$ cat config.mk
export PLATFORM = sky130hd
export DESIGN_NAME = dma_controller
export DESIGN_NICKNAME = d
export VERILOG_FILES = /design/src/rtl/dma_controller_pkg.sv /design/src/rtl/dma_controller.sv
export SDC_FILE = /design/constraint.sdc
export NUM_CORES = 1
export LEC_CHECK = 0
export ABC_CLOCK_PERIOD_IN_PS = 2300
export BUFFER_PORTS_ARGS = -buffer_cell sky130_fd_sc_hd__clkbuf_2
export CAP_MARGIN = 20
export CORE_ASPECT_RATIO = 0.5
export CORE_UTILIZATION = 49
export DETAILED_ROUTE_END_ITERATION = 8
export PLACE_DENSITY = 0.81
export RECOVER_POWER = 50
export SYNTH_ARGS = -nofsm -noshare
export SYNTH_HDL_FRONTEND = slang
export SYNTH_SLANG_ARGS = --single-unit
$ cat constraint.sdc
create_clock -name Clk -period 2.3 [get_ports Clk]
set_input_delay 0.345 -clock Clk [delete_from_list [all_inputs] [get_ports Clk]]
set_output_delay 0.345 -clock Clk [all_outputs]
set_load 0.05 [all_outputs]
$ cat src/rtl/dma_controller_pkg.sv
// rtl/dma_controller_pkg.sv - shared sizes and FSM state encoding for the M2 bus-master DMA engine
package dma_controller_pkg;

    localparam int WORD_SIZE       = 16;
    localparam int BLOCK_SIZE      = 64;
    localparam int WORDS_PER_BLOCK = 4;
    localparam int NUM_BLOCKS      = 3;

    typedef enum logic [2:0] {
        ST_IDLE,
        ST_BEGIN,
        ST_WAIT_CMD,
        ST_REQ,
        ST_ISSUE,
        ST_WAIT,
        ST_RELEASE,
        ST_END
    } dma_state_t;

endpackage

$ cat src/rtl/dma_controller.sv
// rtl/dma_controller.sv - M2 bus-master DMA engine; DMA_CYCLE_STEAL_EN releases the bus between blocks
module dma_controller
    import dma_controller_pkg::*;
#(
    parameter int WORD_SIZE       = dma_controller_pkg::WORD_SIZE,
    parameter int BLOCK_SIZE      = dma_controller_pkg::BLOCK_SIZE,
    parameter int WORDS_PER_BLOCK = dma_controller_pkg::WORDS_PER_BLOCK,
    parameter int NUM_BLOCKS      = dma_controller_pkg::NUM_BLOCKS
) (
    input  logic                  Clk,
    input  logic                  Reset_N,
    input  logic                  dev_ready,
    output logic [1:0]            dev_block_idx,
    input  logic [BLOCK_SIZE-1:0] dev_data,
    output logic                  dma_begin_interrupt,
    input  logic                  cmd_valid,
    input  logic [WORD_SIZE-1:0]  dma_set_address,
    output logic                  BR,
    input  logic                  BG,
    output logic                  writeM2,
    output logic [WORD_SIZE-1:0]  address2,
    output logic [BLOCK_SIZE-1:0] data2,
    input  logic                  M2busy,
    output logic                  dma_end_interrupt
);

    localparam logic [1:0] LAST_BLK = 2'(NUM_BLOCKS - 1);

    dma_state_t            state, state_next;
    logic [1:0]            blk, blk_next;
    logic [WORD_SIZE-1:0]  base, base_next;
    logic                  busy_seen, busy_seen_next;
    logic [BLOCK_SIZE-1:0] data_hold, data_hold_next;
    logic [WORD_SIZE-1:0]  blk_addr;

    // Address wraps modulo 2^WORD_SIZE by truncation of the sum.
    assign blk_addr = base + WORD_SIZE'(blk) * WORD_SIZE'(WORDS_PER_BLOCK);

    always_ff @(posedge Clk or negedge Reset_N) begin
        if (!Reset_N) begin
            state     <= ST_IDLE;
            blk       <= '0;
            base      <= '0;
            busy_seen <= 1'b0;
            data_hold <= '0;
        end else begin
            state     <= state_next;
            blk       <= blk_next;
            base      <= base_next;
            busy_seen <= busy_seen_next;
            data_hold <= data_hold_next;
        end
    end

    always_comb begin
        state_next          = state;
        blk_next            = blk;
        base_next           = base;
        busy_seen_next      = busy_seen;
        data_hold_next      = data_hold;
        BR                  = 1'b0;
        writeM2             = 1'b0;
        address2            = '0;
        data2               = '0;
        dev_block_idx       = '0;
        dma_begin_interrupt = 1'b0;
        dma_end_interrupt   = 1'b0;

        case (state)
            ST_IDLE: begin
                if (dev_ready) state_next = ST_BEGIN;
            end
            ST_BEGIN: begin
                dma_begin_interrupt = 1'b1;
                state_next          = ST_WAIT_CMD;
            end
            ST_WAIT_CMD: begin
                if (cmd_valid) begin
                    base_next  = dma_set_address;
                    blk_next   = '0;
                    state_next = ST_REQ;
                end
            end
            ST_REQ: begin
                BR = 1'b1;
                if (BG) state_next = ST_ISSUE;
            end
            ST_ISSUE: begin
                BR            = 1'b1;
                dev_block_idx = blk;
                // Losing the grant takes priority over waiting out a busy memory.
                if (!BG) begin
                    state_next = ST_REQ;
                end else if (!M2busy) begin
                    writeM2        = 1'b1;
                    address2       = blk_addr;
                    data2          = dev_data;
                    data_hold_next = dev_data;
                    busy_seen_next = 1'b0;
                    state_next     = ST_WAIT;
                end
            end
            ST_WAIT: begin
                BR            = 1'b1;
                dev_block_idx = blk;
                address2      = blk_addr;
                data2         = data_hold;
                // Completion needs a busy phase first, so the idle write cycle is not mistaken for done.
                if (M2busy) begin
                    busy_seen_next = 1'b1;
                end else if (busy_seen) begin
                    if (blk == LAST_BLK) begin
                        state_next = ST_END;
                    end else begin
                        blk_next = blk + 2'd1;
`ifdef DMA_CYCLE_STEAL_EN
                        state_next = ST_RELEASE;
`else
                        state_next = ST_ISSUE;
`endif
                    end
                end
            end
`ifdef DMA_CYCLE_STEAL_EN
            ST_RELEASE: begin
                state_next = ST_REQ;
            end
`endif
            ST_END: begin
                dma_end_interrupt = 1'b1;
                state_next        = ST_IDLE;
            end
            default: begin
                state_next = ST_IDLE;
            end
        endcase
    end

endmodule

== Yosys cells after proc, flatten, opt, wreduce, memory -nomap -nowiden ==
Cells that the tools add are included.

* Flip-flop bits (word level): 86
* Bits in latches: 0
* Bits in writable memories: 0
* Bits in read-only memories: 0
* Input port bits: 86
* Output and inout bits: 86
* Logic and storage cells: 66
* Memories kept: 0

* Add/sub/neg operators: 2
* Multiply operators: 0
* Divide/modulo/power cells: 0
* Magnitude comparators: 0
* Eq/ne operators: 17
* Shift-type cells: 0
* Muxes and demuxes: 31
* Bitwise gates (word level): 1
* Reduce and logical (&&, ||, !) cells: 10

{| class="wikitable"
|+ Operators with widths
! kind !! number
|-
| 2-to-1 mux 64 bit || 2
|-
| one-hot mux 64 bit (2 select lines) || 1
|-
| 2-to-1 mux 16 bit || 2
|-
| one-hot mux 16 bit (2 select lines) || 1
|-
| 2-to-1 mux 3 bit || 7
|-
| inequality test 2 bit (second input constant) || 9
|-
| one-hot mux 3 bit (6 select lines) || 1
|-
| adder 16 x 4 -> 16 bit || 1
|-
| 2-to-1 mux 2 bit || 6
|-
| equality test 3 bit (second input constant) || 3
|-
| 2-to-1 mux 1 bit || 9
|-
| equality test 3 x 2 -> 1 bit (second input constant) || 2
|-
| AND reduction 6 bit || 1
|-
| AND reduction 5 bit || 1
|-
| one-hot mux 2 bit (2 select lines) || 1
|-
| AND reduction 4 bit || 1
|-
| nonzero test 2 bit || 2
|-
| equality test 3 x 1 -> 1 bit (second input constant) || 1
|-
| zero test 3 bit || 1
|-
| inequality test 3 bit (second input constant) || 1
|-
| AND reduction 3 bit || 1
|-
| OR reduction 3 bit || 1
|-
| adder 2 x 1 -> 2 bit (second input constant) || 1
|-
| equality test 2 bit (second input constant) || 1
|-
| other kinds (4) || 4
|}

== Longest topological paths before layout ==
Gate-level depths: netlist (run 1).

* Depth after elaboration: 5
* Gate-level depth with buffers: 9
* Depth with buffers taken out: 6

== Worst setup path after synthesis (run 1) ==
OpenSTA, ideal clock, no wires.

* Kind: register to output
* Start: reg state[1]
* End: out data2[0]
* Arrival time: 2.140 ns
* Path slack: -0.185 ns
* Cell stages (with the launch flop): 9
* Path buffers: 3
* Cells stage by stage: dfrtp_1 > buf_2 > nand2b_4 > buf_6 > or3_1 > inv_2 > buf_6 > nand2_1 > a21oi_1

* Cells in the longest elaborated chain, start to end: 2

{| class="wikitable"
|+ RTL lines
! what !! line !! source
|-
| start, declared || dma_controller.sv:29 || <nowiki>dma_state_t state, state_next;</nowiki>
|-
| start signal, assigned || dma_controller.sv:47 || <nowiki>state <= state_next;</nowiki>
|-
| equality test 3 bit || dma_controller.sv:69 || <nowiki>case (state)</nowiki>
|-
| one-hot mux 64 bit (2 select lines) (*) || dma_controller.sv:69 ||
|-
| end, declared || dma_controller.sv:22 || <nowiki>output logic [BLOCK_SIZE-1:0] data2,</nowiki>
|}

Every way passes the cells marked *; elsewhere a longest branch is shown, timed or not.

== Final worst setup path (run 1) ==
* Start: reg state[1]
* End: out data2[1]

Same word-level chain as after synthesis.

==> results of run 1 <==
worst register-to-register path: cells and delay by family, from the launching register on:
family	cells	cell delay, ps
buf+inv	1	740
flops	1	390
simple gates	4	1050
state kept, by name, summed over array words and instances, names as in the netlist:
register,count
data_hold,64
base,16
state,3
blk,2
busy_seen,1
kinds of logic after synthesis:
family	count (synthesis)	share of synthesized area
buffers and inverters	36	0.0473
muxes	14	0.0365
xor gates and xnor gates	11	0.0223
and+or+nand+nor	377	0.351
DFF	86	0.499
AOI/OAI and AO/OA	24	0.0310
adders and majority gates	4	0.0133
metrics by stage:
stage	setup WS (ps)	total power, W	cell area (um2)
floorplan	-185	0.00416	4350
CTS	-49.5	0.00628	6080
global placement	119	0.00465	5340
detailed placement	105	0.00474	5340
finish	-75.6	0.00653	6720
global route	-141	0.00695	6720
placed cells by master (no fill, tap or decap), drive strengths merged, types with 2 or more instances in the layout:
cell type / instances
nand4: 4
xor2: 5
nand2: 324
inv: 9
nand2b: 5
and2: 2
clkbuf: 120
ha: 3
or3: 2
and4: 2
clkinv: 2
a21oi: 11
nand3: 3
o21ai: 8
nor2: 21
mux2: 14
dfrtp: 86
nor3b: 2
nand3b: 3
nor3: 2
xnor2: 6
nor2b: 2
buf: 91
power groups by stage:
stage	Combinational [W]	Clock, W	Sequential (W)
3_5_place_dp	0.00210	0	0.00263
4_1_cts	0.00225	0.00140	0.00263
2_1_floorplan	0.00163	0	0.00253
5_1_grt	0.00272	0.00147	0.00276
3_3_place_gp	0.00204	0	0.00260
6_report	0.00248	0.00138	0.00267
area by class of cell:
| type | count | area (um2) |
|---|---|---|
| clock buffer | 11 | 253 |
| clock inverter | 4 | 30.0 |
| fill | 477 | 1540 |
| inverter | 7 | 38.8 |
| multi-input combinational | 430 | 2280 |
| sequential | 86 | 2150 |
| tap | 112 | 140 |
| timing repair buffer | 200 | 1810 |
| timing repair inverter | 1 | 11.3 |
routing by layer:
metal / track usage / vias to the layer above / share of wire
met1: 0.293 / 2074 / 0.39
met5: 0 / - / 0
met4: 0.107 / 0 / 0.037
met2: 0.459 / 183 / 0.52
li1: - / 2094 / -
met3: 0.0689 / 49 / 0.052
worst paths after layout:
path                       cells after the start             to  slack (ps)
setup / recovery                               7       data2[1]         -80
hold / removal                                 1        base[5]         200
setup reg to reg                               5  data_hold[57]           0
hold reg to reg                                2  data_hold[26]         480
max in group asynchronous                      2  data_hold[42]         430
min in group Clk                               3  data_hold[26]         220
timing repair:
action / 4_1_cts / 5_1_grt
gates resized for setup: 102 / 217
pin swaps: 2 / 30
hold buffers: 0 / 0
gates cloned: 2 / 7
setup endpoints to repair: 79 / 72
setup buffers: 2 / 5
==> qor.yml, run 1 <==
crit_buf_inv: 3
grt-ovfl-total: 0
syn_avg_cell_area_um2: 7.82
dp_cells: 820
critPathTopFamily: "simple AND/OR/NAND/NOR gates"
ioPinCount: 172
setup_viol: 20
setup.worst_path.class: "reg2out"
grt_max_degree: 65
port_buffers: 171
maxSlewHeadroom: 0.140
root_buffer: "clkbuf_16"
crit_arrival_ps: 2030
crit_start: "state[1]"
cp_slowest_cell: "or3_4"
syn_to_final_growth_pct: 55.6
seq_power_share: 0.409
switching_power_w: 0.00258
synth_top_area_cell: "dfrtp_1"
crit_fanout: 5
async_flop_share: 1.00
vias: 4400
end_kind: "primary output"
layout-drive-gt1-share: 0.395
required_ps: 1960
synthesis.area_mm2: 0.00432
synth_seq_cells: 86
ys_types: 37
worst_path_largest_cell_delay_ps: 450
cts_buffers: 9
synth.most_common_cell: "nand2_1"
yosys_warnings: 0
start_kind: "flip-flop"
die-area_mm2: 0.00921
dieHeight_um: 68.4
setup_ws_ps: -75.6
crit_chain: "nand2b_4 -> or3_4 -> clkinv_8 -> clkbuf_16 -> nand2_1 -> a21oi_2 -> buf_8"
die_x_um: 135
gp_congestion: 0.815
fin_crit_sh: 1.03
clockBufferDepth: 2
fin_hold_ws_ps: 197
fmax_mhz: 421
clock_sinks: 86
fin_skew_ps: 7.26
yosys-top-cells-count: "nand2_1, dfrtp_1, nor2_1"
fp.coreArea_mm2: 0.00826
clockPowerShare: 0.211
final_nets: 825
routed_via_density: 5.17
drc: 0
powerDensity_mw_per_mm2: 973
slew_viol_final: 0
wl_per_cell_um: 16.2
grt_pass1_wl_mm: 17.9
antenna_found_initial: 0
worst_skew_pair.late_latency_ps: 340
synth_top_cell_area_share: 0.499
dpl.hpwl_mm: 7.16
final_cells: 851
wl_mm: 13.8
synthCells: 552
finalSetupTns_ps: -513
first_global_vias: 3944
power.internal_w: 0.00395
htree_levels: 3
hold_viol: 0
placementRows: 23
worst_pin_slew_ps: 1290
swShare: 0.396
ys_top_cells_by_area: "dfrtp_1, nand2_1, mux2_2, buf_6, nor2_1"
rsz0062_at_grt: "true"
synth_flop_cell: "dfrtp_1"
firstDrtPassIters: 5
grt_usage: 0.254
synth_edf_count: 0
ir_drop_mv: 0.568
synth_fp_nets: 642
max_cap_viol_count: 0
violations: "negative setup slack"
ys_seq_area_frac: 0.499
status: "finished, violations left"
crit-reg2reg-launch: "state[1]"
p_leak_nw: 3.71
cts_tree: "done"
comb_power_share: 0.380
cts.reportedPaths.clkPinSlew_ps: 60
drt_iter0_drc: 243
utilization: 0.813
diodes: 0
final_antenna_net_count: 0
min_period_ps: 2380
initial_core_util: 0.522
hold_path_class: "in2async"
(Power assumes the default switching activity.)
==> run 2: changes to the inputs <==
--- a/config.mk
+++ b/config.mk
@@ -5,10 +5,9 @@
 export SDC_FILE = /design/constraint.sdc
 export NUM_CORES = 1
 export LEC_CHECK = 0
-export ABC_CLOCK_PERIOD_IN_PS = 2300
 export BUFFER_PORTS_ARGS = -buffer_cell sky130_fd_sc_hd__clkbuf_2
 export CAP_MARGIN = 20
-export CORE_ASPECT_RATIO = 0.5
+export CORE_ASPECT_RATIO = 0.9
 export CORE_UTILIZATION = 49
 export DETAILED_ROUTE_END_ITERATION = 8
 export PLACE_DENSITY = 0.81
==> qor.yml, run 2 (synthesis gave the netlist of run 1 again) <==
end_kind: "primary output"
min_from: "dma_set_address[0]"
nFillCells: 498  # +4.4%
maxSlewHeadroom: 0.127  # -0.0132
wl_mm: 14.1  # +2.4%
firstDrtPassIters: 5  # unchanged
regMostFlops: "data_hold"
min_period_ps: 2430  # +50.1 ps
die-area_mm2: 0.00919  # -0.24%
cts.reportedPaths.clkPinSlew_ps: 90  # +30 ps
power.internal_w: 0.00395  # about the same
fin_skew_ps: 10.9  # +3.69 ps
syn_to_final_growth_pct: 60.5
start_kind: "flip-flop"
setup_ws_ps: -126  # -50.1 ps
fp.coreArea_mm2: 0.00857  # +3.7%
final_cells: 865  # +1.6%
final_nets: 831  # +0.73%
rr_worst_depth: 5  # unchanged
status: "finished, violations left"
htree_levels: 3  # unchanged
vias: 4534  # +3.0%
port_buffers: 171  # unchanged
routed_via_density: 5.24  # +1.4%
max_cap_viol_count: 0  # unchanged
crit_fanout: 6  # +1
worst_skew_pair.late_latency_ps: 350  # about the same
ir_drop_mv: 0.727  # +28%
dp_slack_ps: 72.9  # -32.2 ps
drt_iter0_drc: 208  # -14%
placed_area_mm2: 0.00538  # +0.77%
seq_power_share: 0.407  # -0.002
clockBufferDepth: 2  # unchanged
reg_top3: "data_hold (64), base (16), state (3)"
antenna_found_initial: 0  # unchanged
dieHeight_um: 91.0  # +33%
dpl.hpwl_mm: 7.35  # +2.6%
layout-drive-gt1-share: 0.462  # +0.0673
slew_viol_final: 0  # unchanged
grt_pass1_wl_mm: 18.2  # +1.5%
cts_tree: "done"
ioPinCount: 172  # unchanged
seq_area_mm2: 0.00216  # +0.17%
p_leak_nw: 3.76  # +1.2%
initial_core_util: 0.504  # -0.0188
hold_path_class: "in2reg"
clock_sinks: 86  # unchanged
fin_area_mm2: 0.00692  # +3.1%
setup_viol: 32  # +60%
cts_buffers: 9  # unchanged
comb_power_share: 0.394  # +0.014
r2r_end: "data_hold[31]"
clockPowerShare: 0.199  # -0.012
worst_pin_slew_ps: 1310  # +19.8 ps
min_to: "base[0]"
die_x_um: 101  # -25%
largest_reg_flops: 64  # unchanged
switching_power_w: 0.00260  # +0.57%
fin_crit_sh: 1.05  # +0.0218
fmax_mhz: 412  # -2.1%
powerDensity_mw_per_mm2: 946  # -2.7%
reg2reg_slack_ps: -20  # -20 ps
rsz0062_at_grt: "true"
grt_max_degree: 65  # unchanged
crit_arrival_ps: 2080  # +50 ps
violations: "negative setup slack"
placementRows: 32  # +39%
swShare: 0.397  # +0.00115
multiInputGateArea_mm2: 0.00235  # +3.1%
grt_usage: 0.252  # -0.00256
finalPower_w: 0.00655  # +0.28%
root_buffer: "clkbuf_8"
hold_viol: 0  # unchanged
setup.worst_path.class: "reg2out"
first_global_vias: 4026  # +2.1%
final_cell_mix: "nand2_1, clkbuf_2, dfrtp_1"
wl_per_cell_um: 16.3  # +0.76%
dp_cells: 829  # +1.1%
final_common_cell: "nand2_1"
diodes: 0  # unchanged
drc: 0  # unchanged
required_ps: 1960  # about the same
final_antenna_net_count: 0  # unchanged
gp_congestion: 0.802  # -1.6%
whs_path_depth: 3
crit-reg2reg-launch: "state[1]"
grt-ovfl-total: 0  # unchanged
[run 2: changes by cell type in the layout (fill, tap and decap cells not counted), moves of 4 or more]
cell,change
nand2_2,+55
nand2_1,-48
buf_8,+23
buf_6,-13
clkbuf_8,+7
nand2_4,-4
buf_12,+6
clkbuf_16,-12
[run 2: layout make-up]
type / instances / area share
Multi-Input combinational cell: 430 / 0.339
Inverter: 7 / 0.00560
Timing Repair inverter: 1 / 0.00163
Sequential cell: 86 / 0.311
Tap cell: 119 / 0.0215
Clock inverter: 7 / 0.0173
Timing Repair Buffer: 206 / 0.286
Clock buffer: 9 / 0.0179
[run 2: per-stage QoR]
| stage | hold slack (ps) | TNS [ps] | util |
|---|---|---|---|
| after detailed placement | 381 | 0 | 0.628 |
| after floorplan | 49.4 | -1040 | - |
| after CTS | 194 | -164 | 0.719 |
| after global placement | 369 | 0 | 0.628 |
| after global routing | 205 | -7200 | 0.808 |
| final | 209 | -1230 | 0.808 |
[run 2: worst max path at each step]
stage              from            to  cells after the start
2_1_floorplan  state[1]      data2[0]                      8
6_report       state[1]     data2[39]                      8
5_1_grt        state[1]   address2[4]                      7
3_3_place_gp     M2busy     data2[26]                      8
3_5_place_dp     blk[0]  address2[14]                      7
4_1_cts          blk[0]  address2[14]                      7
[run 2: power by group through the flow]
stage	logic [W]	registers, W	clock network, W
2_1_floorplan	0.00163	0.00253	0
3_3_place_gp	0.00204	0.00259	0
3_5_place_dp	0.00212	0.00264	0
4_1_cts	0.00229	0.00262	0.00131
5_1_grt	0.00280	0.00274	0.00139
6_report	0.00258	0.00267	0.00130
[run 2: repair_timing]
item / 4_1_cts / 5_1_grt
hold buffers: 1 / 0
gates resized for setup: 117 / 262
gates cloned: 1 / 7
pin swaps: 10 / 41
setup buffers: 5 / 7
endpoints found under the setup margin: 77 / 76
endpoints found under the hold margin: 5 / 0
[run 2: metal layers]
layer	GRT usage	up-vias	routed length [um]
li1	-	2101	-
met1	0.328	2181	5390
met2	0.426	212	7370
met3	0.0416	40	894
met4	0.0821	0	465
met5	0	-	0
[run 2: worst max-delay path: stages, from the launching register on]
cell,delay [ps]
dfrtp_1,390
nand2b_4,150
or3_4,450
clkinv_8,120
buf_12,120
clkbuf_16,150
nand2_1,90
nand2_1,110
buf_8,150
==> run 3: changes to the inputs <==
--- a/config.mk
+++ b/config.mk
@@ -5,12 +5,16 @@
 export SDC_FILE = /design/constraint.sdc
 export NUM_CORES = 1
 export LEC_CHECK = 0
+export ABC_AREA = 1
+export ABC_CLOCK_PERIOD_IN_PS = 2300
 export BUFFER_PORTS_ARGS = -buffer_cell sky130_fd_sc_hd__clkbuf_2
 export CAP_MARGIN = 20
+export CELL_PAD_IN_SITES_DETAIL_PLACEMENT = 1
+export CELL_PAD_IN_SITES_GLOBAL_PLACEMENT = 1
 export CORE_ASPECT_RATIO = 0.9
-export CORE_UTILIZATION = 49
+export CORE_UTILIZATION = 34
 export DETAILED_ROUTE_END_ITERATION = 8
-export PLACE_DENSITY = 0.81
+export PLACE_DENSITY_LB_ADDON = 0.1
 export RECOVER_POWER = 50
 export SYNTH_ARGS = -nofsm -noshare
 export SYNTH_HDL_FRONTEND = slang
==> qor.yml, run 3 <==
fp.coreArea_mm2: 0.0126  # +48%
fmax_mhz: 434  # +5.3%
ir_drop_mv: 0.563  # -23%
cts_tree: "done"
setup_viol: 1  # -97%
htree_levels: 3  # unchanged
layout-drive-gt1-share: 0.374  # -0.0881
r2r_end: "data_hold[29]"
ioPinCount: 172  # unchanged
crit_start: "base[2]"
grt_pass1_wl_mm: 22.5  # +24%
clock_sinks: 86  # unchanged
synthMuxAreaShare: 0  # -0.0365
final_common_cell: "nand2_1"
hold_path_class: "in2reg"
worst_skew_pair.late_latency_ps: 350  # about the same
synth_fp_nets: 653  # +1.7%
rr_worst_depth: 6  # +1
syn_avg_cell_area_um2: 7.80  # -0.22%
wl_met2_mm: 7.47  # +1.4%
grt_max_degree: 68  # +4.6%
power.internal_w: 0.00422  # +6.6%
powerDensity_mw_per_mm2: 1170  # +23%
wl_met3_um: 886  # -0.89%
die_x_um: 122  # +21%
synth-xor-area-share: 0.00598  # -0.0163
multiInputGateArea_mm2: 0.00190  # -19%
maxSlewHeadroom: 0.101  # -0.0266
seq_area_mm2: 0.00216  # unchanged
cts_buffers: 9  # unchanged
syn_to_final_growth_pct: 49.1
critPathCapture: "address2[8]"
synth.most_common_cell: "nand2_1"
fin_skew_ps: 8.34  # -2.61 ps
synth_seq_cells: 86  # unchanged
finalSetupTns_ps: -4.02  # +1220 ps
nFillCells: 1561  # +210%
seq_power_share: 0.337  # -0.070
async_flop_share: 1.00  # unchanged
grt_usage: 0.219  # -0.0329
end_kind: "primary output"
crit-reg2reg-launch: "state[1]"
slew_viol_final: 0  # unchanged
wl_per_cell_um: 16.2  # -0.48%
port_buffers: 171  # unchanged
final_cells: 920  # +6.4%
rsz0062_at_grt: "true"
largest_reg_flops: 64  # unchanged
dieHeight_um: 110  # +21%
reg2reg_slack_ps: 410  # +430 ps
regMostFlops: "data_hold"
antenna_found_initial: 0  # unchanged
clockPowerShare: 0.179  # -0.020
hold_viol: 0  # unchanged
yosys_warnings: 0  # unchanged
switching_power_w: 0.00343  # +32%
routed_via_density: 4.83  # -7.9%
cts.reportedPaths.clkPinSlew_ps: 70  # -20 ps
start_kind: "flip-flop"
synth_top_area_cell: "dfrtp_1"
synth_flop_cell: "dfrtp_1"
synthAdderAreaFrac: 0.0131  # -0.000232
final_antenna_net_count: 0  # unchanged
ys_top_cells_by_area: "dfrtp_1, o21ai_0, nand2_1, inv_1, nor2_1"
die-area_mm2: 0.0134  # +46%
m1WireLength_mm: 6.41  # +19%
setup.worst_path.class: "reg2out"
yosys.area_share.simple: 0.189  # -0.162
dp_cells: 879  # +6.0%
placementRows: 39  # +22%
vias: 4439  # -2.1%
gp_congestion: 0.838  # +4.5%
status: "finished, violations left"
final_nets: 842  # +1.3%
reg_top3: "data_hold (64), base (16), state (3)"
required_ps: 1960  # about the same
top_layer: "met4"
cp_slowest_cell: "dfrtp_1"
dpl.hpwl_mm: 8.99  # +22%
worst_pin_slew_ps: 1350  # +39.8 ps
first_global_vias: 4608  # +14%
violations: "negative setup slack"
yosys-top-cells-count: "nand2_1, o21ai_0, inv_1"
wl_mm: 14.9  # +5.9%
diodes: 0  # unchanged
fin_hold_ws_ps: 226  # +16.6 ps
root_buffer: "clkbuf_16"
firstDrtPassIters: 4  # -1
ys_types: 28  # -24%
synth_top_cell_area_share: 0.490  # -0.00867
synth_compound_area_frac: 0.178  # +0.147
swShare: 0.449  # +0.0522
synthCells: 563  # +2.0%
comb_power_share: 0.485  # +0.091
crit_chain: "ha_4 -> fa_2 -> nand2_4 -> nor2_4 -> nand2_2 -> xor2_1 -> nor2_1 -> clkbuf_8"
finalPower_w: 0.00765  # +17%
drt_iter0_drc: 209  # +0.48%
setup_ws_ps: -4.02  # +122 ps
min_period_ps: 2300  # -122 ps
crit_fanout: 4  # -2
p_leak_nw: 3.41  # -9.1%
worst_path_largest_cell_delay_ps: 420  # -30 ps
max_cap_viol_count: 0  # unchanged
synth_edf_count: 0  # unchanged
synthesis.area_mm2: 0.00439  # +1.8%
crit_arrival_ps: 1960  # -120 ps
synth_top_family_by_area: "simple AND/OR/NAND/NOR gates"
drc: 0  # unchanged
grt-ovfl-total: 0  # unchanged
fin_crit_sh: 1.00  # -0.0529
clockBufferDepth: 2  # unchanged
final_cell_mix: "nand2_1, clkbuf_2, inv_1"
ys_seq_area_frac: 0.490  # -0.00867
initial_core_util: 0.347  # -0.156
-- run 3: worst min path at each step --
stage / depth (start not counted) / end / start / slack [ps]
final: 3 / data_hold[8] / dev_data[8] / 230
after global routing: 3 / data_hold[60] / dev_data[60] / 230
after CTS: 3 / data_hold[59] / dev_data[59] / 220
after detailed placement: 1 / base[15] / Reset_N / 280
after global placement: 1 / base[14] / Reset_N / 270
after floorplan: 0 / base[0] / Reset_N / 50
-- run 3: final cells by class --
class / instances / area share
sequential: 86 / 0.329
multi-input combinational: 359 / 0.290
timing repair buffer: 205 / 0.256
inverter: 91 / 0.0525
clock buffer: 12 / 0.0376
tap: 164 / 0.0313
clock inverter: 3 / 0.00325
-- run 3: cell families (layout without fill, tap and decap cells) --
family          Yosys count  count (layout)
simple gates            197             197
compound gates          155             155
buf+inv                 118             311
flops                    86              86
fa+ha+maj                 4               4
xor+xnor                  3               3
-- run 3: power groups by stage --
| stage | Sequential (W) | Clock [W] | Combinational (W) |
|---|---|---|---|
| after floorplan | 0.00246 | 0 | 0.00235 |
| after global placement | 0.00257 | 0 | 0.00297 |
| after detailed placement | 0.00260 | 0 | 0.00305 |
| after CTS | 0.00257 | 0.00141 | 0.00337 |
| after global routing | 0.00266 | 0.00146 | 0.00407 |
| final | 0.00257 | 0.00137 | 0.00371 |
-- run 3: repair_timing --
| action | in CTS | in global routing |
|---|---|---|
| setup buffers | 8 | 8 |
| hold endpoints to repair | 20 | 0 |
| endpoints found under the setup margin | 77 | 76 |
| pin swaps | 8 | 4 |
| gates cloned | 5 | 4 |
| hold buffers | 1 | 0 |
| gates resized for setup | 91 | 213 |
-- run 3: layer usage --
metal	GRT usage	vias up
li1	-	2167
met3	0.0679	15
met4	0.0573	0
met1	0.267	2141
met2	0.373	116
met5	0	-
-- run 3: stage by stage --
stage / utilization / area, um2 / worst slack (ps)
finish: 0.518 / 6550 / -4.02
global route: 0.518 / 6550 / -110
CTS: 0.486 / 6140 / -36.0
detailed placement: 0.425 / 5370 / 88.2
global placement: 0.425 / 5370 / 141
floorplan: - / 4400 / -144
-- run 3: critical path: cells and delay by family, from the launching register on --
family | cells | cell delay, ps
adder cells (fa/ha/maj) | 2 | 580
buffers and inverters | 1 | 180
XOR/XNOR | 1 | 140
flip-flops | 1 | 420
AND/OR/NAND/NOR | 4 | 290
